**config.mk**
```make
export PLATFORM = sky130hd
export DESIGN_NAME = cond_exec_e
export DESIGN_NICKNAME = d
export VERILOG_FILES = /design/src/rtl/cond_exec_e.sv
export SDC_FILE = /design/constraint.sdc
export NUM_CORES = 1
export LEC_CHECK = 0
export BUFFER_PORTS_ARGS = -buffer_cell sky130_fd_sc_hd__buf_2
export CORE_AREA = 4 4 41 43
export DETAILED_ROUTE_END_ITERATION = 8
export DIE_AREA = 0 0 45 47
export PLACE_DENSITY = 0.8
export SYNTH_ARGS = -nofsm -noshare
export SYNTH_HDL_FRONTEND = slang
export SYNTH_SLANG_ARGS = --single-unit
```
**constraint.sdc**
```tcl
create_clock -name clk -period 2.3 [get_ports clk]
set_clock_uncertainty 0.1 [all_clocks]
set_input_delay 0.115 -clock clk [delete_from_list [all_inputs] [get_ports clk]]
set_output_delay 0.115 -clock clk [all_outputs]
set_load 0.03 [all_outputs]
```
**src/rtl/cond_exec_e.sv**
```systemverilog
// Execute-stage condition check for an ARM-style pipeline: evaluates CondE against the
// architectural flags, gates the flag write-back and registers the E/M control bits.
module cond_exec_e (
   input  logic       clk,
   input  logic       reset,
   input  logic       en,
   input  logic       flush,
   input  logic       PcsrcE,
   input  logic       RegWriteE,
   input  logic       MemtoRegE,
   input  logic       MemWriteE,
   input  logic       BranchE,
   input  logic [1:0] FlagWriteE,
   input  logic [3:0] CondE,
   input  logic [3:0] ALUFlags,
   output logic [3:0] Flags,
   output logic       CondExE,
   output logic       BranchTakenE,
   output logic       PCSrcM,
   output logic       RegWriteM,
   output logic       MemtoRegM,
   output logic       MemWriteM
);

   logic flag_n, flag_z, flag_c, flag_v;
   logic ge;

   assign {flag_n, flag_z, flag_c, flag_v} = Flags;
   assign ge = (flag_n == flag_v);

   // Evaluated on the registered flags only; ALUFlags of this cycle never bypass in.
   always_comb begin
      CondExE = 1'b0;
      case (CondE)
         4'b0000: CondExE = flag_z;
         4'b0001: CondExE = ~flag_z;
         4'b0010: CondExE = flag_c;
         4'b0011: CondExE = ~flag_c;
         4'b0100: CondExE = flag_n;
         4'b0101: CondExE = ~flag_n;
         4'b0110: CondExE = flag_v;
         4'b0111: CondExE = ~flag_v;
         4'b1000: CondExE = flag_c & ~flag_z;
         4'b1001: CondExE = ~flag_c | flag_z;
         4'b1010: CondExE = ge;
         4'b1011: CondExE = ~ge;
         4'b1100: CondExE = ~flag_z & ge;
         4'b1101: CondExE = flag_z | ~ge;
         4'b1110: CondExE = 1'b1;
         default: CondExE = 1'b0;
      endcase
   end

   assign BranchTakenE = BranchE & CondExE;

   // Flush clears only the control pipeline; the flags are architectural state.
   always_ff @(posedge clk or negedge reset) begin
      if (!reset) begin
         Flags <= 4'b0000;
      end else if (en) begin
         if (FlagWriteE[1] & CondExE) Flags[3:2] <= ALUFlags[3:2];
         if (FlagWriteE[0] & CondExE) Flags[1:0] <= ALUFlags[1:0];
      end
   end

   always_ff @(posedge clk or negedge reset) begin
      if (!reset) begin
         PCSrcM    <= 1'b0;
         RegWriteM <= 1'b0;
         MemtoRegM <= 1'b0;
         MemWriteM <= 1'b0;
      end else if (flush) begin
         PCSrcM    <= 1'b0;
         RegWriteM <= 1'b0;
         MemtoRegM <= 1'b0;
         MemWriteM <= 1'b0;
      end else if (en) begin
         PCSrcM    <= PcsrcE & CondExE;
         RegWriteM <= RegWriteE & CondExE;
         MemtoRegM <= MemtoRegE;
         MemWriteM <= MemWriteE & CondExE;
      end
   end

endmodule

```
==> flow_summary.yaml <==
outcome:
  status: "finished clean"
yosys:
  synthesis.area_um2: 536.8
  ys_top_cells_by_area: "dfrtp_1 37%, mux2_1 8.4%, a32o_1 5.6%"
  synth_edf_count: 0
  yosys_warnings: 0
  synthArstFlopShare: 1.000
  yosys.area_share.simple: 0.2005
  synthCells: 53
  synth.most_common_cell: "dfrtp_1"
  synth_fa_ha_area_frac: 0
  synthXorXnorAreaFrac: 0.04895
  synth_top_family_by_area: "compound AO/OA/AOI/OAI gates"
  synth-compound-area-share: 0.2005
  synth_top_cell_area_share: 0.3730
  synth_mux_area_frac: 0.1212
  ys.flop_type: "dfrtp_1"
  synth_top_area_cell: "dfrtp_1"
  synth_nets: 72
  syn_avg_cell_area_um2: 10.13
  synthDistinctLibCells: 28
  ys_top_cells_by_count: "8 x dfrtp_1, 5 x nand2_1, 4 x mux2_1"
  ys_seq_area_frac: 0.3730
  ys_seq_elements: 8
power:
  power_frac_comb: 0.521
  p_leak_nw: 0.3828
  p_sw_frac: 0.4541
  power_frac_clock: 0.144
  power_density_nw_per_um2: 938.8
  power.internal_uw: 400.1
  seq_power_share: 0.335
  peakVddDrop_v: 0.0004416
  switchingPower_uw: 332.8
final_layout:
  drive_gt1_frac: 0.4045
  diodes: 0
  instances_no_fill: 104
  area_growth_pct: 45.45
  nets: 110
  post-route-util: 0.6000
place:
  portBuffers: 28
  dpl.cell_count: 94
  gp_congestion: 0.6863
hold_path:
  worstHoldStart: "MemWriteE"
  hp-class: "input port to flop"
sta:
  clock.fmax_mhz: 457.5
  setup_viol_count_final: 0
  period_minus_slack_ns: 2.186
  drv_slew: 0
  hold_viol_final: 0
  period_share: 0.9503
  hold_ws_ns: 0.01185
  relSlewSlack: 0.7277
  worst_slew_pin_slew_ns: 0.4077
global_route:
  grt_max_degree: 13
  antenna_found_initial: 0
  track_usage: 0.1586
  grt_pass1_wl_um: 2408
  grt_pass1_vias: 554
  overflow: 0
route:
  post_drt_via_cell_ratio: 5.221
  first_pass_iters: 2
  drt-total-wl_um: 1389
  antenna_left: 0
  wl_per_cell_um: 13.36
  drc: 0
  detail_route.iter0.violations: 9
  vias: 543
clocking:
  cts_sinks: 8
  cts_tree: "built"
  cts_buffers: 3
  cts_max_path_buffers: 2
  cts_max_level: 1
  clk_latency_ns: 0.25
  clk_pin_slew_worst_paths_ns: 0.05
  ctsRootBufferMaster: "clkbuf_4"
floorplanning:
  ioPinCount: 29
  coreArea_um2: 1301
  rows: 13
  die_width_um: 45
  die_height_um: 47
  start_util: 0.4125
  die-area_um2: 2115
critical_path:
  cp.arrival_ns: 1.97
  crit_path_start_kind: "flop"
  cp_max_fo: 5
  critPathKind: "flop to output pin"
  cp.required_ns: 2.09
  r2r_start: "Flags[0]"
  startpoint: "Flags[0]"
  end_kind: "output pin"
run:
  maxCapViolations: 0
-- routing by layer --
layer | global-route usage | part of all wire | up-vias
met4 | 0.08772 | 0.0086 | 0
li1 | - | - | 271
met5 | 0 | 0 | -
met1 | 0.1772 | 0.39 | 249
met3 | 0.03448 | 0.099 | 2
met2 | 0.2797 | 0.50 | 21
-- registers in the layout, summed over array words and instances, names as in the netlist --
signal     cells
PCSrcM         1
RegWriteM      1
MemWriteM      1
MemtoRegM      1
Flags          4
-- cells by family (layout without fill, tap and decap cells) --
group	after synthesis	in the layout
AND/OR/NAND/NOR	19	19
AO/OA/AOI/OAI	13	13
flip-flops	8	8
multiplexers	6	6
buffers and inverters	4	40
XOR/XNOR	3	3
-- critical path, stage by stage, from the launching register on --
cell and delay, ns:
dfrtp_1 0.45, xnor2_2 0.18, and3_1 0.16, o311ai_2 0.42, nand2_2 0.15, and2_1 0.18, buf_2 0.17
-- cell usage in the layout, fill, tap and decap left out, drive strengths merged --
cell type     n
nand2         5
mux2          4
o21ai         1
or4b          1
nor2          3
o211ai        1
nand4b        1
nor2b         1
nor3b         1
or2b          1
a211o         1
mux2i         2
a21oi         3
nand2b        1
xnor2         2
dfrtp         8
nand3b        1
o311ai        1
inv           2
clkbuf        3
a311oi        1
and3          1
xor2          1
buf          29
o32ai         1
o221ai        1
and2          2
nand3         1
dlygate4sd3   6
a32o          3
-- power groups by stage --
stage               clock network [mW]  logic, mW  registers (mW)
floorplan                            0      0.172           0.315
global placement                     0      0.350           0.237
detailed placement                   0      0.356           0.241
CTS                              0.108      0.379           0.244
global route                     0.117      0.415           0.254
finish                           0.106      0.382           0.246
-- final timing paths --
check                      cells after the start      endpoint  slack [ns]
setup reg to reg                               6      Flags[3]        0.26
hold / removal                                 2     MemWriteM        0.01
min in group asynchronous                      2     RegWriteM        0.14
max in group asynchronous                      2     MemWriteM        1.79
hold reg to reg                                1     MemWriteM        0.40
setup / recovery                               6  BranchTakenE        0.11
-- area by class of cell --
class	count	area, um^2
multi-input cells	41	324.1
inverters	2	7.507
flip-flops and latches	8	200.2
fillers	129	520.5
clock buffers	3	22.52
repair buffers	35	207.7
well taps	15	18.77
-- through the flow --
step	instance area, um^2	setup TNS (ns)	setup WS [ns]	power [mW]
after floorplan	536.8	0	0.1219	0.4873
after global placement	673.1	0	0.2148	0.5866
after detailed placement	673.1	0	0.1347	0.5972
after CTS	770.7	0	0.06666	0.7311
after global routing	780.7	-0.004525	-0.004525	0.7862
final	780.7	0	0.1143	0.7330
-- what timing repair did --
action,CTS,global route
setup endpoints to repair,2,1
pin swaps,0,2
hold endpoints to repair,13,0
setup buffers,0,1
hold buffers,6,0
resized for setup,2,1
Note: power is estimated with default switching activity, not from simulation.
